<file path="config.mk">
export PLATFORM = sky130hd
export DESIGN_NAME = alu_arbiter
export DESIGN_NICKNAME = d
export VERILOG_FILES = /design/src/rtl/alu_arbiter.sv
export SDC_FILE = /design/constraint.sdc
export NUM_CORES = 1
export LEC_CHECK = 0
export ABC_AREA = 1
export CAP_MARGIN = 20
export CORE_AREA = 8 8 110 112
export DETAILED_ROUTE_END_ITERATION = 8
export DIE_AREA = 0 0 118 120
export PLACE_DENSITY = 0.86
export SETUP_SLACK_MARGIN = 0.4
export SYNTH_ARGS = -nofsm -noshare
export SYNTH_HDL_FRONTEND = slang
export SYNTH_SLANG_ARGS = --single-unit
</file>
<file path="constraint.sdc">
create_clock -name clk -period 3.54 [get_ports clk]
set_input_delay 0.708 -clock clk [delete_from_list [all_inputs] [get_ports clk]]
set_output_delay 0.708 -clock clk [all_outputs]
set_load 0.02 [all_outputs]
</file>
<file path="src/rtl/alu_arbiter.sv">
// Round-robin arbiter sharing one ALU between key-tagged requesters.
// Results are broadcast to every requester and release the slot whose issued key matches.
`ifndef KEY_SIZE
`define KEY_SIZE 8
`endif
`ifndef OPCODE_SIZE
`define OPCODE_SIZE 4
`endif
`ifndef OPERAND_SIZE
`define OPERAND_SIZE 16
`endif

module alu_arbiter #(
  parameter int n_req        = 2,
  parameter int key_size     = `KEY_SIZE,
  parameter int opcode_size  = `OPCODE_SIZE,
  parameter int operand_size = `OPERAND_SIZE,
  parameter int timeout      = 15
) (
  input  logic                            clk,
  input  logic                            rst,
  input  logic                            clr,
  input  logic                            en,
  input  logic [n_req*key_size-1:0]       req_key_i,
  input  logic [n_req*opcode_size-1:0]    req_op_i,
  input  logic [n_req*operand_size-1:0]   req_A_i,
  input  logic [n_req*operand_size-1:0]   req_B_i,
  output logic [key_size-1:0]             alu_key_o,
  output logic [opcode_size-1:0]          alu_op_o,
  output logic [operand_size-1:0]         alu_A_o,
  output logic [operand_size-1:0]         alu_B_o,
  input  logic [key_size-1:0]             alu_key_i,
  input  logic [operand_size-1:0]         alu_O_i,
  output logic [key_size-1:0]             res_key_o,
  output logic [operand_size-1:0]         res_O_o,
  output logic [n_req-1:0]                busy_o,
  output logic [n_req-1:0]                timeout_o
);

  localparam int pw = (n_req > 1) ? $clog2(n_req) : 1;
  localparam int tw = (timeout > 0) ? $clog2(timeout + 1) : 1;
  localparam logic [pw-1:0] last_idx = pw'(n_req - 1);
  localparam logic [tw-1:0] t_max    = tw'(timeout);
  localparam logic [tw-1:0] t_last   = tw'(timeout - 1);

  logic [key_size-1:0]     key_a [n_req];
  logic [opcode_size-1:0]  op_a  [n_req];
  logic [operand_size-1:0] a_a   [n_req];
  logic [operand_size-1:0] b_a   [n_req];

  logic [n_req-1:0]        busy;
  logic [n_req-1:0]        tout;
  logic [key_size-1:0]     issued_key [n_req];
  logic [tw-1:0]           timer      [n_req];
  logic [pw-1:0]           ptr;

  logic [n_req-1:0]        eligible;
  logic                    grant_valid;
  logic [pw-1:0]           grant_idx;

  // Requester 0 sits in the most-significant slice of every packed bus and status vector.
  always_comb begin
    for (int i = 0; i < n_req; i++) begin
      key_a[i]    = req_key_i[(n_req-1-i)*key_size +: key_size];
      op_a[i]     = req_op_i[(n_req-1-i)*opcode_size +: opcode_size];
      a_a[i]      = req_A_i[(n_req-1-i)*operand_size +: operand_size];
      b_a[i]      = req_B_i[(n_req-1-i)*operand_size +: operand_size];
      eligible[i] = (key_a[i] != '0) && !busy[i];
      busy_o[n_req-1-i]    = busy[i];
      timeout_o[n_req-1-i] = tout[i];
    end
  end

  always_comb begin
    int c;
    grant_valid = 1'b0;
    grant_idx   = '0;
    c           = 0;
    for (int k = 0; k < n_req; k++) begin
      c = int'(ptr) + k;
      if (c >= n_req) c = c - n_req;
      if (en && !grant_valid && eligible[c]) begin
        grant_valid = 1'b1;
        grant_idx   = pw'(c);
      end
    end
  end

  always_ff @(posedge clk or negedge rst) begin
    if (!rst) begin
      alu_key_o <= '0;
      alu_op_o  <= '0;
      alu_A_o   <= '0;
      alu_B_o   <= '0;
      res_key_o <= '0;
      res_O_o   <= '0;
      busy      <= '0;
      tout      <= '0;
      ptr       <= '0;
      for (int i = 0; i < n_req; i++) begin
        issued_key[i] <= '0;
        timer[i]      <= '0;
      end
    end else if (clr) begin
      alu_key_o <= '0;
      alu_op_o  <= '0;
      alu_A_o   <= '0;
      alu_B_o   <= '0;
      res_key_o <= '0;
      res_O_o   <= '0;
      busy      <= '0;
      tout      <= '0;
      ptr       <= '0;
      for (int i = 0; i < n_req; i++) begin
        issued_key[i] <= '0;
        timer[i]      <= '0;
      end
    end else begin
      res_key_o <= alu_key_i;
      res_O_o   <= alu_O_i;
      alu_key_o <= '0;
      if (grant_valid) begin
        alu_key_o <= key_a[grant_idx];
        alu_op_o  <= op_a[grant_idx];
        alu_A_o   <= a_a[grant_idx];
        alu_B_o   <= b_a[grant_idx];
        ptr       <= (grant_idx == last_idx) ? '0 : grant_idx + 1'b1;
      end
      // A matching result wins over a timeout landing in the same cycle.
      for (int i = 0; i < n_req; i++) begin
        if (busy[i]) begin
          if (alu_key_i != '0 && alu_key_i == issued_key[i]) begin
            busy[i] <= 1'b0;
          end else if (timer[i] == t_last) begin
            busy[i] <= 1'b0;
            tout[i] <= 1'b1;
          end
          if (timer[i] != t_max) timer[i] <= timer[i] + 1'b1;
        end
        // Only idle slots are eligible, so a grant never collides with a release.
        if (grant_valid && grant_idx == pw'(i)) begin
          busy[i]       <= 1'b1;
          issued_key[i] <= key_a[i];
          timer[i]      <= '0;
        end
      end
    end
  end

endmodule

</file>
# After elaboration in Yosys (flattened, before gate mapping)
# Index checks and enable logic that the tools add are counted.
dict set report word_totals {
  regBits 97
  elab_cells 128
  in_bits 116
}
dict set report op_classes {
  bitwise_logic 2
  n_lt_le_gt_ge 5
  add_sub_neg 6
  n_eq_ne 8
  reduce_logical 30
  n_mux 63
}
# operator n
set op_table {}
lappend op_table {{$mux W16} 12}
lappend op_table {{$mux W8} 9}
lappend op_table {{$lt A32 B3 Y1 const B} 2}
lappend op_table {{$mux W32} 2}
lappend op_table {{$mux W4} 11}
lappend op_table {{$mux W1} 27}
lappend op_table {{$reduce_bool A8 Y1} 3}
lappend op_table {{$eq A8 B8 Y1} 2}
lappend op_table {{$reduce_bool A2 Y1} 7}
lappend op_table {{$reduce_bool A3 Y1} 4}
lappend op_table {{$logic_and A1 B1 Y1} 9}
lappend op_table {{$add A4 B1 Y4 const B} 2}
lappend op_table {{$eq A4 B4 Y1 const B} 2}
lappend op_table {{$ne A4 B4 Y1 const B} 2}
lappend op_table {{$reduce_and A3 Y1} 2}
lappend op_table {{$ge A2 B2 Y1 const B} 2}
lappend op_table {{$mux W2} 2}
lappend op_table {{$ne A2 B2 Y1 const B} 2}
lappend op_table {{$reduce_and A2 Y1} 2}
lappend op_table {{$logic_not A1 Y1} 3}
lappend op_table {{$sub A1 B2 Y3 const B} 1}
lappend op_table {{$sub A2 B2 Y3 const B} 1}
lappend op_table {{$add A1 B1 Y2 const B} 1}
lappend op_table {{$ge A1 B2 Y1 const B} 1}
lappend op_table {{3 further kinds} 3}

# Depth between registers and ports, before layout
# Gate-level depths: netlist of run 1.
dict set report logic_depth {
  ltp_word 17
  ltp_mapped 11
  depth_no_buf 10
}

# Worst setup path before layout of run 1
# OpenSTA, ideal clock, no wires.
dict set report synth_timing {
  path_kind {input-to-reg}
  start {input port req_key_i[2]}
  end {register issued_key[10] (netlist bit)}
  t_arrival_ps 1544
  setup_time_ps 118
  cell_stages 7
  t_required_ps 3422
  setup_slack_ps 1878
  path_cell_list {nor2_1 -> nand2_1 -> o21bai_4 -> nand3_4 -> buf_2 -> nand3_1 -> nand2_1}
}
dict set report synth_via {
  elab_chain_cells 14
  elab_cells_between_ends 19
}
# item line_no
set synth_lines {}
lappend synth_lines {{start, declared} 24} ;# input logic [n_req*key_size-1:0] req_key_i,
lappend synth_lines {{$reduce_bool A8 Y1 *} 68} ;# eligible[i] = (key_a[i] != '0) && !busy[i];
lappend synth_lines {{$logic_and A1 B1 Y1 *} 68}
lappend synth_lines {{$mux W1 (not written as such) (3 in a row)} 82} ;# if (en && !grant_valid && eligible[c]) begin
lappend synth_lines {{$logic_and A1 B1 Y1} 82}
lappend synth_lines {{$mux W1} 82}
lappend synth_lines {{$logic_not A1 Y1} 82}
lappend synth_lines {{$logic_and A1 B1 Y1 (2 in a row)} 82}
lappend synth_lines {{$mux W1} 82}
lappend synth_lines {{$not A1 Y1} 141} ;# if (grant_valid && grant_idx == pw'(i)) begin
lappend synth_lines {{$logic_and A1 B1 Y1 *} 141}
lappend synth_lines {{$reduce_bool A2 Y1 (no source line) *} --}
lappend synth_lines {{end signal, assigned by index} 143} ;# issued_key[i] <= key_a[i];
lappend synth_lines {{end, declared} 53} ;# logic [key_size-1:0] issued_key [n_req];
# Mark *: on every way between the ends. The rest lies on a longest branch, timed or not. The select of a mux whose other input is x is not followed.
# A chain may end at the register's enable or synchronous reset.

# Worst setup path after layout of run 1
dict set report layout_timing {
  start {input port req_key_i[15]}
  end {register issued_key[11] (netlist bit)}
}
# Same word-level chain as after synthesis.

==> impl_metrics.sql, run 1 <==
INSERT INTO impl_metrics (metric_group, metric, value, unit) VALUES
('synth', 'muxShareOfSynthArea', '0', '%'),
('clocking', 'clockRootBuffer', 'clkbuf_8', ''),
('finish', 'num-nets-final', '898', ''),
('synth', 'synth_cells', '598', ''),
('synth', 'synth-seq-area-share', '51.2', '%'),
('sta', 'timing.final.setup_violations', '0', ''),
('detailed_routing', 'ant_nets', '0', ''),
('setup_path', 'crit_path_end_kind', 'flip-flop', ''),
('setup_path', 'timing.critical_path.mode_cell', 'nand2_1', ''),
('global_route', 'first_pass_grt_wire_length', '23.2', 'mm'),
('setup_path', 'crit_required', '3850', 'ps'),
('finish', 'fin_cells', '923', ''),
('floorplan', 'die_x', '118', 'microns'),
('global_route', 'grt_pass1_vias', '4796', ''),
('detailed_routing', 'dr_total_vias', '4559', ''),
('power_and_ir_drop', 'power.total', '2890', 'uW'),
('finish', 'layout_commonest_cell', 'nand2_1', ''),
('clocking', 'number_of_levels_in_the_clock_h_tree', '3', ''),
('detailed_routing', 'drcViolationCount', '0', ''),
('setup_path', 'critical_path_arrival', '2880', 'ps'),
('finish', 'area_overhead_vs_synth', '43.7', '%'),
('setup_path', 'worst_path_largest_cell_delay', '450', 'ps'),
('run', 'drv_cap', '0', ''),
('synth', 'synth_area', '4740', 'sq um'),
('synth', 'async_flop_share', '100', '%'),
('power_and_ir_drop', 'vdd_ir_drop_max', '0.000282', 'V'),
('clocking', 'numClockSinks', '97', ''),
('floorplan', 'placeableCoreArea', '10500', 'sq um'),
('power_and_ir_drop', 'p_clk_share', '24.0', '%'),
('sta', 'rsz_0062_raised_after_global_routing', 'no', ''),
('synth', 'largest_family_of_logic_cells_by_synthesized_area', 'simple AND/OR/NAND/NOR gates', ''),
('sta', 'final.setup.worst_slack', '964', 'ps'),
('sta', 'final.min_clock_period', '2580', 'ps'),
('setup_path', 'critical-path-slowest-cell', 'clkdlybuf4s50_1', ''),
('synth', 'post_synthesis_average_cell_area', '7.92', 'sq um'),
('synth', 'post_synthesis_compound_gate_area_fraction', '2.43', '%'),
('detailed_routing', 'wirelength', '14.3', 'mm'),
('synth', 'ys_ff_latch', '97', ''),
('detailed_routing', 'detail_route.wl_per_cell', '15.5', 'microns'),
('outcome', 'outcome', 'finished, final reports clean', ''),
('floorplan', 'dieArea', '14200', 'sq um'),
('placed_design', 'place_congestion', '0.919', ''),
('synth', 'synthSimpleGateAreaFrac', '34.6', '%'),
('sta', 'timing.final.crit_share', '72.8', '%'),
('setup_path', 'regToRegStartpoint', 'busy[1]$_DFF_PN0_', ''),
('floorplan', 'start_util', '45.1', '%'),
('synth', 'mappedNetlistNets', '718', ''),
('setup_path', 'crit-reg2reg-capture', 'issued_key[4]$_DFFE_PN0P_', ''),
('power_and_ir_drop', 'internal_power', '1880', 'uW'),
('power_and_ir_drop', 'power_frac_comb', '31.3', '%'),
('clocking', 'worst_setup_hold_path_clk_slew', '100', 'ps'),
('setup_path', 'regToRegSetupSlack', '1490', 'ps'),
('setup_path', 'setup.worst_path.class', 'input port to flip-flop', ''),
('synth', 'synth-edff-count', '0', ''),
('finish', 'final_cell_mix', '271 x nand2_1, 186 x clkdlybuf4s50_1, 97 x dfrtp_1, 55 x nand3_1, 47 x inv_1', ''),
('finish', 'antennaDiodeCount', '0', ''),
('clocking', 'cts-resized-gates', '0', ''),
('synth', 'synth-xor-area-share', '2.03', '%'),
('floorplan', 'row_count', '38', ''),
('clocking', 'insertion_delay', '360', 'ps'),
('global_route', 'overflow', '0', ''),
('detailed_routing', 'route.detailed.vias_per_inst', '4.94', ''),
('power_and_ir_drop', 'switching_share', '34.7', '%'),
('placed_design', 'place_ws', '610', 'ps'),
('setup_path', 'startpoint_type_of_the_worst_setup_path', 'input port', ''),
('detailed_routing', 'drt_pre_antenna_iters', '5', ''),
('sta', 'finalClockSkew', '17.6', 'ps'),
('setup_path', 'cp_max_fo', '38', ''),
('synth', 'yosys_most_used_dff', 'dfrtp_1', ''),
('sta', 'max_freq', '388', 'MHz'),
('sta', 'max-slew-margin-rel', '53.3', '%');
==> state kept, by name, indices dropped and copies added, names as in the netlist <==
name        count
ptr             1
issued_key     16
busy            2
alu_A_o        16
tout            2
alu_B_o        16
res_O_o        16
timer           8
alu_op_o        4
res_key_o       8
alu_key_o       8
==> worst max-delay path by stage <==
stage,from,to,cells past startpoint
6_report,req_key_i[15],issued_key[11]$_DFFE_PN0P_,11
3_5_place_dp,req_key_i[2],issued_key[4]$_DFFE_PN0P_,8
2_1_floorplan,req_key_i[2],issued_key[10]$_DFFE_PN0P_,7
3_3_place_gp,req_key_i[0],issued_key[7]$_DFFE_PN0P_,8
5_1_grt,req_key_i[9],issued_key[14]$_DFFE_PN0P_,11
4_1_cts,req_key_i[2],issued_key[7]$_DFFE_PN0P_,8
==> synthesized netlist by cell type (3+ instances only) <==
cell type	instances	area, sq um
buf_6	13	146
nand2_1	271	1020
inv_1	47	176
dfrtp_1	97	2430
nand3_1	55	275
buf_4	4	30.0
buf_2	5	25.0
nor2_4	4	45.0
ha_1	4	50.1
nor3_1	4	20.0
a21oi_1	6	30.0
o21ai_0	6	30.0
nand4_1	4	25.0
inv_2	3	11.3
clkbuf_1	3	11.3
nand3_2	3	30.0
xnor2_1	9	78.8
nor2_1	44	165
nand2_2	3	18.8
==> metrics by stage <==
| stage | instance area (sq um) | utilization [%] |
|---|---|---|
| 2_1_floorplan | 4740 | - |
| 3_3_place_gp | 6620 | 63.0 |
| 3_5_place_dp | 6620 | 63.0 |
| 4_1_cts | 6810 | 64.8 |
| 5_1_grt | 6810 | 64.8 |
| 6_report | 6810 | 64.8 |
==> cell families (layout without fill, tap and decap cells) <==
family          Yosys count  after routing
compound gates           17             17
fa+ha+maj                 4              4
buf+inv                  77            262
flops                    97             97
simple gates            392            392
xor+xnor                 11             11
==> cell type report <==
cell class / instances / area (sq um) / area share, %
Timing Repair Buffer: 194 / 1920 / 28.2
Clock inverter: 7 / 61.3 / 0.901
Tap cell: 140 / 175 / 2.57
Sequential cell: 97 / 2430 / 35.7
Inverter: 52 / 198 / 2.90
Multi-Input combinational cell: 424 / 1900 / 27.9
Clock buffer: 9 / 124 / 1.82
==> routing by layer <==
layer	up-vias	global-route usage (%)	wire [microns]
met5	-	0	0
met4	0	9.21	408
met3	36	4.46	949
met2	191	37.2	7390
met1	2151	21.5	5600
li1	2181	-	-
==> power by group through the flow <==
stage,sequential (uW),clock (uW),combinational [uW]
final,1290,693,903
after global routing,1300,752,983
after floorplan,1410,0,398
after detailed placement,1310,0,905
after global placement,1300,0,881
after CTS,1290,702,910
==> critical path: cells and delay by family <==
kind / cells / cell delay [ps]
AND/OR/NAND/NOR: 8 / 1260
buffers and inverters: 3 / 900
Power figures use the tool's default switching activity.
==> run 2, diff against run 1 <==
CORE_AREA = 8 8 118 120   (was 8 8 110 112)
DIE_AREA = 0 0 126 128   (was 0 0 118 120)
PLACE_DENSITY = 0.79   (was 0.86)
clock period = 2.1 ns   (was 3.54 ns; I/O delays follow)
==> impl_metrics.sql, run 2 (synthesis results as in run 1) <==
INSERT INTO impl_metrics (metric_group, metric, value, unit) VALUES
('clocking', 'insertion_delay', '350', 'ps'),
('sta', 'slew_violations', '0', ''),
('detailed_routing', 'initialDrtViolationCount', '294', ''),
('sta', 'timing.final.crit_share', '77.8', '%'),
('global_route', 'overflow', '0', ''),
('detailed_routing', 'route.detailed.vias_per_inst', '4.75', ''),
('setup_path', 'critical_path_arrival', '1920', 'ps'),
('setup_path', 'critical-path-slowest-cell', 'clkdlybuf4s15_1', ''),
('floorplan', 'die_height', '128', 'microns'),
('detailed_routing', 'ant_nets', '0', ''),
('setup_path', 'crit_required', '2390', 'ps'),
('detailed_routing', 'wirelength_met1', '6.06', 'mm'),
('detailed_routing', 'wirelength', '15.4', 'mm'),
('sta', 'final.min_clock_period', '1630', 'ps'),
('clocking', 'worst_setup_hold_path_clk_slew', '70', 'ps'),
('finish', 'num-nets-final', '950', ''),
('floorplan', 'row_count', '41', ''),
('hold_path', 'min-delay-path-class', 'input port to asynchronous set/reset pin', ''),
('sta', 'timing.final.setup_violations', '0', ''),
('clocking', 'cts_buffers', '9', ''),
('global_route', 'largest_net_degree_at_the_start_of_global_routing', '44', ''),
('clocking', 'tritoncts', 'yes', ''),
('detailed_routing', 'drcViolationCount', '0', ''),
('detailed_routing', 'dr_total_vias', '4684', ''),
('power_and_ir_drop', 'power.density', '744', 'nW/um^2'),
('clocking', 'number_of_levels_in_the_clock_h_tree', '3', ''),
('setup_path', 'cp_max_fo', '6', ''),
('setup_path', 'startpoint_type_of_the_worst_setup_path', 'input port', ''),
('detailed_routing', 'detail_route.wl_per_cell', '15.6', 'microns'),
('detailed_routing', 'drt_pre_antenna_iters', '5', ''),
('setup_path', 'worst_path_dominant_cell_family', 'buffers and inverters', ''),
('placed_design', 'placed_cells_incl_taps', '946', ''),
('power_and_ir_drop', 'vdd_ir_drop_max', '0.000405', 'V'),
('finish', 'fin_util', '61.6', '%'),
('placed_design', 'portBuffers', '187', ''),
('sta', 'timing.setup.tns', '0', 'ps'),
('global_route', 'number_of_antenna_violations_at_the_first_check_in_global_routing', '2', ''),
('global_route', 'first_pass_grt_wire_length', '24.2', 'mm'),
('sta', 'rsz_0062_raised_after_global_routing', 'yes', ''),
('clocking', 'clockRootBuffer', 'clkbuf_16', ''),
('run', 'drv_cap', '0', ''),
('finish', 'fin_cells', '986', ''),
('global_route', 'grtUsageTotal', '19.0', '%'),
('finish', 'final_cell_mix', '269 x nand2_1, 97 x dfrtp_1, 97 x clkdlybuf4s50_1, 82 x dlygate4sd2_1, 53 x nand3_1', ''),
('placed_design', 'dpl.hpwl', '10.9', 'mm'),
('finish', 'area_overhead_vs_synth', '58.8', '%'),
('clocking', 'numClockSinks', '97', ''),
('detailed_routing', 'met2RoutedLength', '7.82', 'mm'),
('outcome', 'outcome', 'finished, final reports clean', ''),
('setup_path', 'crit_path_end_kind', 'flip-flop', ''),
('setup_path', 'timing.critical_path.mode_cell', 'nor2_4', ''),
('sta', 'hold_viol', '0', ''),
('setup_path', 'cp_cell_sequence', 'clkdlybuf4s15_1 > nor2_4 > nand2_4 > buf_4 > nor2_4 > nor2_4 > buf_12 > nand2_8 > buf_4 > buf_6 > nand4_1 > nand2_1', ''),
('floorplan', 'start_util', '38.8', '%'),
('detailed_routing', 'top_layer_used', 'met5', ''),
('clocking', 'clock_path_buffers', '2', ''),
('sta', 'max-slew-margin-rel', '61.5', '%'),
('placed_design', 'place_ws', '-230', 'ps'),
('finish', 'layout_commonest_cell', 'nand2_1', ''),
('floorplan', 'placeableCoreArea', '12200', 'sq um'),
('global_route', 'grt_pass1_vias', '4791', ''),
('placed_design', 'place_congestion', '0.834', ''),
('setup_path', 'worst_path_largest_cell_delay', '250', 'ps'),
('setup_path', 'worst-path-buf-inv', '5', ''),
('floorplan', 'die_x', '126', 'microns'),
('setup_path', 'setup.worst_path.class', 'input port to flip-flop', ''),
('finish', 'drive_above_1_share', '12.5', '%'),
('detailed_routing', 'met3_wirelength', '1.01', 'mm'),
('sta', 'max_slew.worst_pin.slew', '578', 'ps'),
('power_and_ir_drop', 'leakagePower', '0.00415', 'uW'),
('sta', 'max_freq', '612', 'MHz'),
('floorplan', 'dieArea', '16100', 'sq um'),
('sta', 'finalClockSkew', '8.03', 'ps'),
('floorplan', 'io-pin-count', '188', ''),
('sta', 'final.setup.worst_slack', '466', 'ps');
-- run 2: cell type report --
| type | instances | area [sq um] |
|---|---|---|
| diodes | 1 | 2.50 |
| clock buffers | 9 | 225 |
| well taps | 150 | 188 |
| multi-input cells | 425 | 1960 |
| repair buffers | 245 | 2450 |
| flip-flops and latches | 97 | 2430 |
| fillers | 1060 | 4690 |
| inverters | 52 | 198 |
| clock inverters | 7 | 70.1 |
-- run 2: path summary, 6_finish.rpt --
path,startpoint,endpoint,slack [ps],cells past startpoint
hold reg to reg,alu_A_o[10]$_DFFE_PN0P_,alu_A_o[10]$_DFFE_PN0P_,470,2
hold / removal,rst,alu_B_o[14]$_DFFE_PN0P_,60,1
min in group clk,req_key_i[3],alu_key_o[3]$_DFF_PN0_,460,3
setup reg to reg,busy[1]$_DFF_PN0_,alu_B_o[8]$_DFFE_PN0P_,500,12
setup / recovery,req_key_i[5],issued_key[15]$_DFFE_PN0P_,470,12
max in group asynchronous,rst,alu_key_o[1]$_DFF_PN0_,1420,2
-- run 2: power breakdown --
part	internal, uW	switching, uW	leakage, uW	total (uW)
clock network	844	808	0.000144	1650
logic	808	966	0.00273	1770
registers	2060	109	0.00128	2170
total	3710	1880	0.00415	5600
-- run 2: layer usage --
layer | GRT usage [%] | vias up
met5 | 0 | -
met4 | 9.06 | 2
met3 | 4.91 | 43
met2 | 33.0 | 175
met1 | 21.4 | 2163
li1 | - | 2301
-- run 2: per-stage QoR --
step | power (uW) | hold slack, ps | cell area, sq um
after floorplan | 3050 | 124 | 4740
after global placement | 3850 | 455 | 6950
after detailed placement | 3880 | 464 | 6950
after CTS | 5640 | 83.4 | 7480
after global routing | 5890 | 103 | 7520
final | 5600 | 61.6 | 7520
-- run 2: repair_timing --
item | 4_1_cts | 5_1_grt
gates resized for setup | 96 | 14
gates cloned | 4 | 0
setup buffers | 17 | 2
hold buffers | 0 | 0
hold endpoints to repair | 0 | 0
pin swaps | 14 | 4
endpoints found under the setup margin | 128 | 72
